--- src/rtl/fault_scan_encoder.sv ---
// Fault scan encoder: grants up to MAX_GRANTS matching cell indices per scan over a valid/ready port.
// Optional build macro FAULT_SCAN_COUNT_EN adds a match_count output holding the popcount of the scanned match vector.
module fault_scan_encoder #(
  parameter int INPUT_WIDTH = 8,
  parameter int ENCODED_VAL = 0,
  parameter int MSB_FIRST   = 0,
  parameter int MAX_GRANTS  = 2,
  localparam int NUM_ENCODED_BITS = $clog2(INPUT_WIDTH),
  localparam int CNT_W            = $clog2(MAX_GRANTS + 1)
) (
  input  logic                        clk,
  input  logic                        rst,
  input  logic                        start,
  input  logic [INPUT_WIDTH-1:0]      data_in,
  output logic                        busy,
  output logic                        out_valid,
  input  logic                        out_ready,
  output logic [NUM_ENCODED_BITS-1:0] encoded_out,
  output logic [CNT_W-1:0]            grant_count,
  output logic                        done,
`ifdef FAULT_SCAN_COUNT_EN
  output logic [$clog2(INPUT_WIDTH+1)-1:0] match_count,
`endif
  output logic                        overflow
);

  localparam logic [1:0] IDLE = 2'd0;
  localparam logic [1:0] SCAN = 2'd1;
  localparam logic [1:0] EMIT = 2'd2;
  localparam logic [1:0] DONE = 2'd3;

  logic [1:0]                  state_q, state_d;
  logic [INPUT_WIDTH-1:0]      pending_q, pending_d;
  logic [NUM_ENCODED_BITS-1:0] enc_q, enc_d;
  logic                        vld_q, vld_d;
  logic [CNT_W-1:0]            cnt_q, cnt_d;
  logic                        ovf_q, ovf_d;
  logic [INPUT_WIDTH-1:0]      match_vec;

  // Index of the first pending cell in the configured priority direction.
  function automatic logic [NUM_ENCODED_BITS-1:0] prio_idx(input logic [INPUT_WIDTH-1:0] v);
    prio_idx = '0;
    if (MSB_FIRST != 0) begin
      for (int i = 0; i < INPUT_WIDTH; i++)
        if (v[i]) prio_idx = NUM_ENCODED_BITS'(i);
    end else begin
      for (int i = INPUT_WIDTH - 1; i >= 0; i--)
        if (v[i]) prio_idx = NUM_ENCODED_BITS'(i);
    end
  endfunction

  assign match_vec = (ENCODED_VAL != 0) ? data_in : ~data_in;

  always_comb begin
    state_d   = state_q;
    pending_d = pending_q;
    enc_d     = enc_q;
    vld_d     = vld_q;
    cnt_d     = cnt_q;
    ovf_d     = ovf_q;
    case (state_q)
      IDLE: begin
        if (start) begin
          pending_d = match_vec;
          cnt_d     = '0;
          ovf_d     = 1'b0;
          state_d   = SCAN;
        end
      end
      SCAN: begin
        if (pending_q == '0) begin
          state_d = DONE;
        end else if (cnt_q == CNT_W'(MAX_GRANTS)) begin
          ovf_d   = 1'b1;
          state_d = DONE;
        end else begin
          enc_d   = prio_idx(pending_q);
          vld_d   = 1'b1;
          state_d = EMIT;
        end
      end
      EMIT: begin
        if (vld_q && out_ready) begin
          pending_d[enc_q] = 1'b0;
          cnt_d            = cnt_q + CNT_W'(1);
          vld_d            = 1'b0;
          state_d          = SCAN;
        end
      end
      default: state_d = IDLE;
    endcase
  end

  always_ff @(posedge clk or posedge rst) begin
    if (rst) begin
      state_q   <= IDLE;
      pending_q <= '0;
      enc_q     <= '0;
      vld_q     <= 1'b0;
      cnt_q     <= '0;
      ovf_q     <= 1'b0;
    end else begin
      state_q   <= state_d;
      pending_q <= pending_d;
      enc_q     <= enc_d;
      vld_q     <= vld_d;
      cnt_q     <= cnt_d;
      ovf_q     <= ovf_d;
    end
  end

`ifdef FAULT_SCAN_COUNT_EN
  logic [$clog2(INPUT_WIDTH+1)-1:0] mcnt_q;

  function automatic logic [$clog2(INPUT_WIDTH+1)-1:0] popcount(input logic [INPUT_WIDTH-1:0] v);
    popcount = '0;
    for (int i = 0; i < INPUT_WIDTH; i++)
      popcount = popcount + {{($clog2(INPUT_WIDTH+1)-1){1'b0}}, v[i]};
  endfunction

  always_ff @(posedge clk or posedge rst) begin
    if (rst)
      mcnt_q <= '0;
    else if (state_q == IDLE && start)
      mcnt_q <= popcount(match_vec);
  end

  assign match_count = mcnt_q;
`endif

  assign busy        = (state_q != IDLE);
  assign done        = (state_q == DONE);
  assign out_valid   = vld_q;
  assign encoded_out = enc_q;
  assign grant_count = cnt_q;
  assign overflow    = ovf_q;

endmodule

--- config.mk ---
export PLATFORM = sky130hd
export DESIGN_NAME = fault_scan_encoder
export DESIGN_NICKNAME = d
export VERILOG_FILES = /design/src/rtl/fault_scan_encoder.sv
export SDC_FILE = /design/constraint.sdc
export NUM_CORES = 1
export LEC_CHECK = 0
export CORE_ASPECT_RATIO = 0.7
export CORE_UTILIZATION = 25
export CTS_BUF_LIST = sky130_fd_sc_hd__clkbuf_4
export CTS_CLUSTER_DIAMETER = 40
export DETAILED_ROUTE_END_ITERATION = 6
export PLACE_DENSITY = 0.58
export RECOVER_POWER = 25
export SYNTH_ARGS = -nofsm -noshare
export SYNTH_HDL_FRONTEND = slang
export SYNTH_SLANG_ARGS = --single-unit
--- constraint.sdc ---
create_clock -name clk -period 2.49 [get_ports clk]
set_clock_uncertainty 0.1 [all_clocks]
set_input_delay 0.747 -clock clk [delete_from_list [all_inputs] [get_ports clk]]
set_output_delay 0.747 -clock clk [all_outputs]
set_load 0.01 [all_outputs]
==> results of run 1 <==
==> cell families (layout without fill, tap and decap cells) <==
kind of cell	count (synthesis)	after routing	share of synthesized area (%)
adders and majority gates	1	1	1.44
and+or+nand+nor	27	27	17.8
AOI/OAI and AO/OA	39	39	24.7
muxes	2	2	2.87
DFF	17	17	48.9
buffers and inverters	10	33	4.31
==> critical path: cells and delay by family, from the launching register on <==
kind | cells | cell delay [ps]
buffers and inverters | 1 | 520
DFF | 1 | 480
and+or+nand+nor | 1 | 170
==> registers in the layout, summed over array words and instances (netlist names) <==
signal,count
grant_count,2
encoded_out,3
out_valid,1
overflow,1
pending_q,8
state_q,2
==> report_power, final <==
group / internal, mW / total (mW) / switching (mW)
sequential: 0.410 / 0.584 / 0.174
clock: 0.0732 / 0.153 / 0.0801
combinational: 0.333 / 0.665 / 0.333
==> per-stage QoR <==
step / hold WS (ps) / instance area, sq um / std cells / power, mW
6_report: 407 / 1150 / 166 / 1.40
5_1_grt: 446 / 1150 / 166 / 1.53
4_1_cts: 423 / 1160 / 166 / 1.42
3_5_place_dp: 402 / 1130 / 162 / 1.26
3_3_place_gp: 372 / 1130 / 162 / 1.24
2_1_floorplan: 405 / 871 / 96 / 0.982
==> layout make-up <==
cell class	instances	area [sq um]
clock buffers	4	30.0
inverters	9	33.8
well taps	47	58.8
fillers	354	2080
multi-input cells	69	404
repair buffers	20	200
flip-flops and latches	17	425
==> layout by cell type, fill, tap and decap left out, types with 2 or more instances in the layout <==
cell type and instances:
nand3b_1 2, clkbuf_4 4, clkdlybuf4s50_1 19, nor2_1 6, nand2b_1 2, nand2_1 6
a21o_1 2, a31oi_1 6, nor2b_1 2, a21oi_1 8, nor3_1 3, dfrtp_1 17
o21ai_0 18, o21ai_1 2, inv_1 8, o31ai_1 2
==> how the worst min path moves through the flow <==
| stage | end | cells after the start | slack, ps |
|---|---|---|---|
| 2_1_floorplan | pending_q[0] | 2 | 400 |
| 3_3_place_gp | overflow | 2 | 370 |
| 6_report | overflow | 2 | 410 |
| 4_1_cts | overflow | 2 | 420 |
| 3_5_place_dp | overflow | 2 | 400 |
| 5_1_grt | overflow | 2 | 450 |
==> per-layer routing <==
metal	track usage, %	part of all wire [%]	up-vias
met5	0	0	-
met4	2.61	0	0
met3	3.55	4.2	0
met2	17.8	46	24
met1	17.7	50	375
li1	-	-	389
==> metrics.yaml, run 1 <==
clock_tree:
  clk_latency_ps: 280
  cts_htree_levels: 1
  clock_sinks: 17
  cts_tree: "done"
  postCtsHoldBufs: 0
  ctsResizeCount: 0
  numCtsBuffers: 3
  clkTransAtPathRegs_ps: 90
  clock_path_buffers: 2
  cts_setup_buffers: 0
  cts_root_buffer: "clkbuf_4"
floorplan:
  rows: 17
  fp.dieArea_sq_um: 3730
  io_pins: 21
  start_util_pct: 26.9
  core_area_sq_um: 3230
  die_h_microns: 51.4
  die_w_microns: 72.5
global_routing:
  grt_start_max_net_pins: 18
  grt_pass1_wl_microns: 3460
  antenna_found_initial: 0
  grt_pass1_vias: 747
  globalRouteOverflowTotal: 0
  grtUsageTotal_pct: 12.2
critical_path:
  max_stage_delay_ps: 520
  r2r_cells: 4
  rr_endpoint: "encoded_out[0]"
  critPathLaunchType: "flop"
  crit_path_top_delay_cell: "clkdlybuf4s50_1"
  regToRegSetupSlack_ps: 720
  rr_startpoint: "pending_q[5]"
  worstSetupStartpoint: "state_q[0]"
  cp_max_fo: 9
  crit_chain: "and2_1 -> clkdlybuf4s50_1"
  crit_end: "done"
  crit_type: "flop to output port"
  worstPathArrival_ps: 1460
  crit_required_ps: 1640
  cp-end-kind: "output port"
hold_path:
  hp-class: "flop to flop"
  min_from: "overflow"
drt:
  drt-initial-drc-count: 38
  vias: 788
  postRouteWirelength_microns: 1980
  drc: 0
  wl_per_cell_microns: 11.9
  dr.pass1.iters: 4
  drtAntennaViolNets: 0
  via_per_inst: 4.75
timing:
  max_slew_margin_pct: 57.2
  max_freq_mhz: 434
  hold_viol: 0
  drv_slew: 0
  layout_setup_ws_ps: 185
  timing.final.crit_share_pct: 92.6
  tightest_slew_ps: 641
  setup-tns-final_ps: 0
  rsz0062_at_grt: "false"
  min_period_ps: 2310
  finalSetupViolCount: 0
yosys:
  synth_top_area_share_pct: 48.9
  synthFlopType: "dfrtp_1"
  ys_top_cells_by_count: "o21ai_0, dfrtp_1, a21oi_1, inv_1"
  synthArstFlopShare_pct: 100
  yosys_warnings: 0
  synth_nets: 109
  yosysMostFrequentCell: "o21ai_0"
  synth_edf_count: 0
  synth.distinct_cells: 25
  ys_seq_area_share_pct: 48.9
  synth_area_leaders: "dfrtp_1, o21ai_0, a21oi_1, a31oi_1, inv_1"
  synthCells: 96
  syn_area_sq_um: 871
  synth_top_area_cell: "dfrtp_1"
  synth_seq_cells: 17
  avgSynthCellArea_sq_um: 9.07
finish:
  fin_nets: 133
  area_delta_synth_final_pct: 32.3
  insertedDiodeCount: 0
  postLayoutCoreUtil_pct: 35.6
  drive_gt1_share_pct: 6.72
placement:
  pre_cts_ws_ps: 315
  port_buffers: 20
  dp_hpwl_microns: 1480
  gp_congestion: 0.903
pwr:
  p_per_area_nw_per_um2: 1220
  ir_drop_mv: 0.249
  leakage_nw: 0.470
flow_run:
  max-cap-violations: 0
run_status:
  status: "completed"
No activity file was read; power rests on OpenSTA's default activity.
==> run 2, diff against run 1 <==
--- a/config.mk
+++ b/config.mk
@@ -5,6 +5,7 @@
 export SDC_FILE = /design/constraint.sdc
 export NUM_CORES = 1
 export LEC_CHECK = 0
+export ABC_AREA = 1
 export CORE_ASPECT_RATIO = 0.7
 export CORE_UTILIZATION = 25
 export CTS_BUF_LIST = sky130_fd_sc_hd__clkbuf_4
==> metrics.yaml, run 2 <==
global_routing:
  grt_start_max_net_pins: 18  # unchanged
  globalRouteOverflowTotal: 0  # unchanged
  grt_pass1_vias: 797  # +6.7%
  grtUsageTotal_pct: 12.2  # +0.017 points
  grt_pass1_wl_microns: 3500  # +1.2%
  antenna_found_initial: 0  # unchanged
drt:
  vias: 850  # +7.9%
  dr.max_layer_used: "met4"
  drt-initial-drc-count: 34  # -11%
  via_per_inst: 4.23  # -11%
  wl_met3_microns: 102  # +23%
  drc: 0  # unchanged
  drtAntennaViolNets: 0  # unchanged
  route.met2.wl_microns: 831  # -9.2%
  dr.pass1.iters: 4  # unchanged
  wl_met1_microns: 1060  # +7.5%
  postRouteWirelength_microns: 2010  # +1.5%
  wl_per_cell_microns: 10.0  # -16%
yosys:
  synthAdderAreaFrac_pct: 1.35  # -0.089 points
  synth_top_area_share_pct: 45.8  # -3.0 points
  syn_area_sq_um: 928  # +6.6%
  synthCells: 126  # +31%
  yosysMostFrequentCell: "nand2_1"
  synth_top_family_by_area: "simple AND/OR/NAND/NOR gates"
  avgSynthCellArea_sq_um: 7.37  # -19%
  synth_nets: 139  # +28%
  synthFlopType: "dfrtp_1"
  synth_top_area_cell: "dfrtp_1"
  synth_simple_gate_area_share_pct: 30.6  # +13 points
  synth_xor_xnor_area_share_pct: 0  # unchanged
  yosys_warnings: 0  # unchanged
  synth_edf_count: 0  # unchanged
  synth.distinct_cells: 17  # -32%
  synthMuxAreaShare_pct: 0  # -2.9 points
  synth_area_leaders: "dfrtp_1, nand2_1, inv_1, o21ai_0, o21ai_1"
  ys_top_cells_by_count: "nand2_1, inv_1, dfrtp_1"
  ys_seq_area_share_pct: 45.8  # -3.0 points
  synth_compound_area_share_pct: 13.3  # -11 points
  synthArstFlopShare_pct: 100  # unchanged
  synth_seq_cells: 17  # unchanged
floorplan:
  die_w_microns: 74.8  # +3.2%
  die_h_microns: 53.0  # +3.1%
  fp.dieArea_sq_um: 3970  # +6.4%
  core_area_sq_um: 3540  # +9.4%
  start_util_pct: 26.3  # -0.68 points
  io_pins: 21  # unchanged
  rows: 18  # +1
clock_tree:
  ctsResizeCount: 0  # unchanged
  cts_setup_buffers: 0  # unchanged
  clock_path_buffers: 2  # unchanged
  numCtsBuffers: 3  # unchanged
  cts_htree_levels: 1  # unchanged
  clkTransAtPathRegs_ps: 90  # about the same
  cts_tree: "done"
  cts_root_buffer: "clkbuf_4"
  clock_sinks: 17  # unchanged
  clk_latency_ps: 290  # about the same
  postCtsHoldBufs: 0  # unchanged
critical_path:
  path_buf_inv: 2  # +1
  cp_top_family: "buffers and inverters"
  cp_max_fo: 6  # -3
  cp-end-kind: "output port"
  crit_required_ps: 1640  # about the same
  crit_type: "flop to output port"
  max_stage_delay_ps: 480  # -40 ps
  regToRegSetupSlack_ps: 1060  # +340 ps
  worstPathArrival_ps: 1570  # +110 ps
  critPathLaunchType: "flop"
  crit_chain: "nor2_1 -> inv_1 -> clkdlybuf4s50_1"
  crit_path_top_delay_cell: "clkdlybuf4s50_1"
finish:
  postLayoutCoreUtil_pct: 34.6  # -1.0 points
  drive_gt1_share_pct: 7.95  # +1.2 points
  largest_register_ffs: 8  # unchanged
  design_area_sq_um: 1220  # +6.3%
  multi_input_area_sq_um: 420  # +4.0%
  area.sequential_sq_um: 425  # unchanged
  top_register: "pending_q"
  fin_nets: 165  # +24%
  layout.cells.most_common: "nand2_1"
  area_delta_synth_final_pct: 31.9
  num-fill-cells: 394  # +11%
  insertedDiodeCount: 0  # unchanged
  final_cell_mix: "nand2_1, inv_1, clkdlybuf4s50_1"
  finalNonFillerCells: 201  # +21%
timing:
  rsz0062_at_grt: "false"
  max_slew_margin_pct: 35.7  # -22 points
  hold_viol: 0  # unchanged
  max_freq_mhz: 414  # -4.5%
  hold_slack_ps: 387  # -19.5 ps
  finalSetupViolCount: 0  # unchanged
  setup-tns-final_ps: 0  # unchanged
  min_period_ps: 2420  # +110 ps
  tightest_slew_ps: 965  # +324 ps
  drv_slew: 0  # unchanged
  timing.final.crit_share_pct: 97.0  # +4.4 points
  layout_setup_ws_ps: 74.8  # -110 ps
run_status:
  status: "completed"
hold_path:
  hp-class: "flop to flop"
placement:
  gp_congestion: 0.830  # -8.1%
  dp_hpwl_microns: 1580  # +7.3%
  port_buffers: 20  # unchanged
  pre_cts_ws_ps: 395  # +79.5 ps
  dp.cells: 197  # +22%
  post_dp_cell_area_sq_um: 1200  # +6.4%
pwr:
  leakage_nw: 0.590  # +26%
  total_power_mw: 1.39  # -0.61%
  p_per_area_nw_per_um2: 1140  # -6.5%
  ir_drop_mv: 0.444  # +78%
flow_run:
  max-cap-violations: 0  # unchanged
run 2: changes by cell type after synthesis, sizes merged, moves of 3 or more:
cell / previous run / this run
a21oi: 8 / 1
a31oi: 6 / 1
inv: 8 / 22
nand2: 6 / 39
nand3: 1 / 9
nor3: 4 / 7
run 2: final cells by class:
class                           instances  area share, %
Multi-Input combinational cell         87           34.3
Timing Repair Buffer                   21           16.6
Tap cell                               50           5.11
Sequential cell                        17           34.7
Inverter                               22           6.74
Clock buffer                            4           2.45
run 2: final timing paths:
kind / start / end / cells past startpoint
min in group asynchronous: rst / pending_q[0] / 3
worst min-delay path: overflow / overflow / 2
max in group asynchronous: rst / state_q[1] / 3
worst min register to register: overflow / overflow / 2
worst max-delay path: state_q[0] / busy / 3
worst max register to register: state_q[0] / pending_q[5] / 6
run 2: power by group:
part	internal [mW]	switching, mW
Combinational	0.304	0.412
Sequential	0.400	0.119
Clock	0.0732	0.0845
run 2: kinds of logic (layout without fill, tap and decap cells):
kind of cell | after synthesis | after routing
buf+inv | 22 | 47
flops | 17 | 17
compound gates | 23 | 23
simple gates | 63 | 63
fa+ha+maj | 1 | 1
run 2: per-layer routing:
layer | vias to the layer above | global-route usage (%)
met2 | 17 | 18.3
met3 | 2 | 4.19
li1 | 451 | -
met1 | 380 | 16.4
met5 | - | 0
met4 | 0 | 3.77
run 2: worst register-to-register path, delay by kind of cell (launching register included):
kind               cells  cell delay, ps
and+or+nand+nor        4             630
DFF                    1             450
AOI/OAI and AO/OA      2             150
==> run 3, diff against run 2 <==
--- a/config.mk
+++ b/config.mk
@@ -8,7 +8,7 @@
 export ABC_AREA = 1
 export CORE_ASPECT_RATIO = 0.7
 export CORE_UTILIZATION = 25
-export CTS_BUF_LIST = sky130_fd_sc_hd__clkbuf_4
+export CTS_BUF_LIST = sky130_fd_sc_hd__clkbuf_8 sky130_fd_sc_hd__clkbuf_16
 export CTS_CLUSTER_DIAMETER = 40
 export DETAILED_ROUTE_END_ITERATION = 6
 export PLACE_DENSITY = 0.58
==> metrics.yaml, run 3 (synthesis results as in run 2) <==
run_status:
  status: "completed"
drt:
  dr.pass1.iters: 4  # unchanged
  drtAntennaViolNets: 0  # unchanged
  via_per_inst: 4.22  # -0.24%
  postRouteWirelength_microns: 2020  # +0.65%
  drc: 0  # unchanged
  wl_per_cell_microns: 10.1  # +0.65%
  vias: 848  # -0.24%
  drt-initial-drc-count: 39  # +15%
finish:
  insertedDiodeCount: 0  # unchanged
  largest_register_ffs: 8  # unchanged
  area.sequential_sq_um: 425  # unchanged
  layout.cells.most_common: "nand2_1"
  drive_gt1_share_pct: 7.28  # -0.66 points
  area_delta_synth_final_pct: 33.6
  fin_nets: 165  # unchanged
  final_cell_mix: "nand2_1, inv_1, clkdlybuf4s50_1"
  top_register: "pending_q"
  multi_input_area_sq_um: 420  # unchanged
  num-fill-cells: 393  # -0.25%
timing:
  timing.final.crit_share_pct: 95.2  # -1.8 points
  drv_slew: 0  # unchanged
  hold_slack_ps: 380  # -7.66 ps
  tightest_slew_ps: 978  # +12.7 ps
  hold_viol: 0  # unchanged
  min_period_ps: 2370  # -44.2 ps
  finalSetupViolCount: 0  # unchanged
  setup-tns-final_ps: 0  # unchanged
  rsz0062_at_grt: "false"
  max_freq_mhz: 422  # +1.9%
  max_slew_margin_pct: 34.8  # -0.85 points
clock_tree:
  clk_latency_ps: 250  # -40 ps
  clock_path_buffers: 2  # unchanged
  clkTransAtPathRegs_ps: 60  # -30 ps
  clock_sinks: 17  # unchanged
  cts_setup_buffers: 0  # unchanged
  numCtsBuffers: 3  # unchanged
  postCtsHoldBufs: 0  # unchanged
  cts_htree_levels: 1  # unchanged
  cts_root_buffer: "clkbuf_8"
  cts_tree: "done"
  ctsResizeCount: 0  # unchanged
floorplan:
  io_pins: 21  # unchanged
  start_util_pct: 26.3  # unchanged
  rows: 18  # unchanged
  core_area_sq_um: 3540  # unchanged
  die_h_microns: 53.0  # unchanged
  die_w_microns: 74.8  # unchanged
  fp.dieArea_sq_um: 3970  # unchanged
pwr:
  ir_drop_mv: 0.471  # +6.3%
  leakage_nw: 0.599  # +1.4%
  p_per_area_nw_per_um2: 1160  # +1.7%
critical_path:
  max_stage_delay_ps: 480  # about the same
  crit_required_ps: 1640  # about the same
  worstPathArrival_ps: 1520  # -50 ps
  cp_max_fo: 6  # unchanged
  critPathLaunchType: "flop"
  crit_chain: "nor2_1 -> inv_1 -> clkdlybuf4s50_1"
  crit_path_top_delay_cell: "clkdlybuf4s50_1"
  cp-end-kind: "output port"
  crit_type: "flop to output port"
global_routing:
  antenna_found_initial: 0  # unchanged
  grtUsageTotal_pct: 12.5  # +0.29 points
  grt_pass1_wl_microns: 3510  # +0.20%
  grt_start_max_net_pins: 18  # unchanged
  grt_pass1_vias: 788  # -1.1%
  globalRouteOverflowTotal: 0  # unchanged
placement:
  dp_hpwl_microns: 1580  # unchanged
  gp_congestion: 0.830  # unchanged
  port_buffers: 20  # unchanged
flow_run:
  max-cap-violations: 0  # unchanged
hold_path:
  hp-class: "flop to flop"
==> run 3: layout make-up <==
class,count,share of cell area (%)
clock buffer,3,3.33
clock inverter,1,0.303
inverter,22,6.66
multi-input combinational,87,33.9
sequential,17,34.3
tap,50,5.05
timing repair buffer,21,16.4
==> run 3: worst paths after layout <==
path	depth (start not counted)	to	startpoint	slack (ps)
min reg2reg	2	overflow	overflow	380
max	3	busy	state_q[0]	120
min in group asynchronous	3	pending_q[0]	rst	1130
max reg2reg	6	pending_q[1]	state_q[0]	1070
min	2	overflow	overflow	380
max in group asynchronous	3	grant_count[1]	rst	570
==> run 3: power by group <==
group	switching, mW	internal, mW	total (mW)
logic	0.411	0.304	0.715
registers	0.118	0.401	0.520
clock network	0.0904	0.109	0.200
total	0.620	0.815	1.43
==> run 3: stage by stage <==
stage	worst slack (ps)	power (mW)	cell area [sq um]	utilization, %	std cells
floorplan	876	0.987	928	-	126
global route	61.4	1.60	1240	35.1	201
finish	119	1.43	1240	35.1	201
detailed placement	395	1.25	1200	33.9	197
CTS	99.1	1.46	1240	35.2	201
global placement	421	1.23	1200	33.9	197
==> run 3: worst max-delay path, delay by kind of cell, from the launching register on <==
family / cells / cell delay [ps]
buf+inv: 2 / 560
flops: 1 / 440
simple gates: 1 / 270
==> run 3: metal layers <==
| metal | vias to the layer above | wire length (microns) | track usage [%] | share of wire (%) |
|---|---|---|---|---|
| li1 | 451 | - | - | - |
| met3 | 4 | 104 | 4.19 | 5.1 |
| met5 | - | 0 | 0 | 0 |
| met4 | 0 | 50 | 6.60 | 2.5 |
| met2 | 15 | 834 | 18.0 | 41 |
| met1 | 378 | 1040 | 16.4 | 51 |
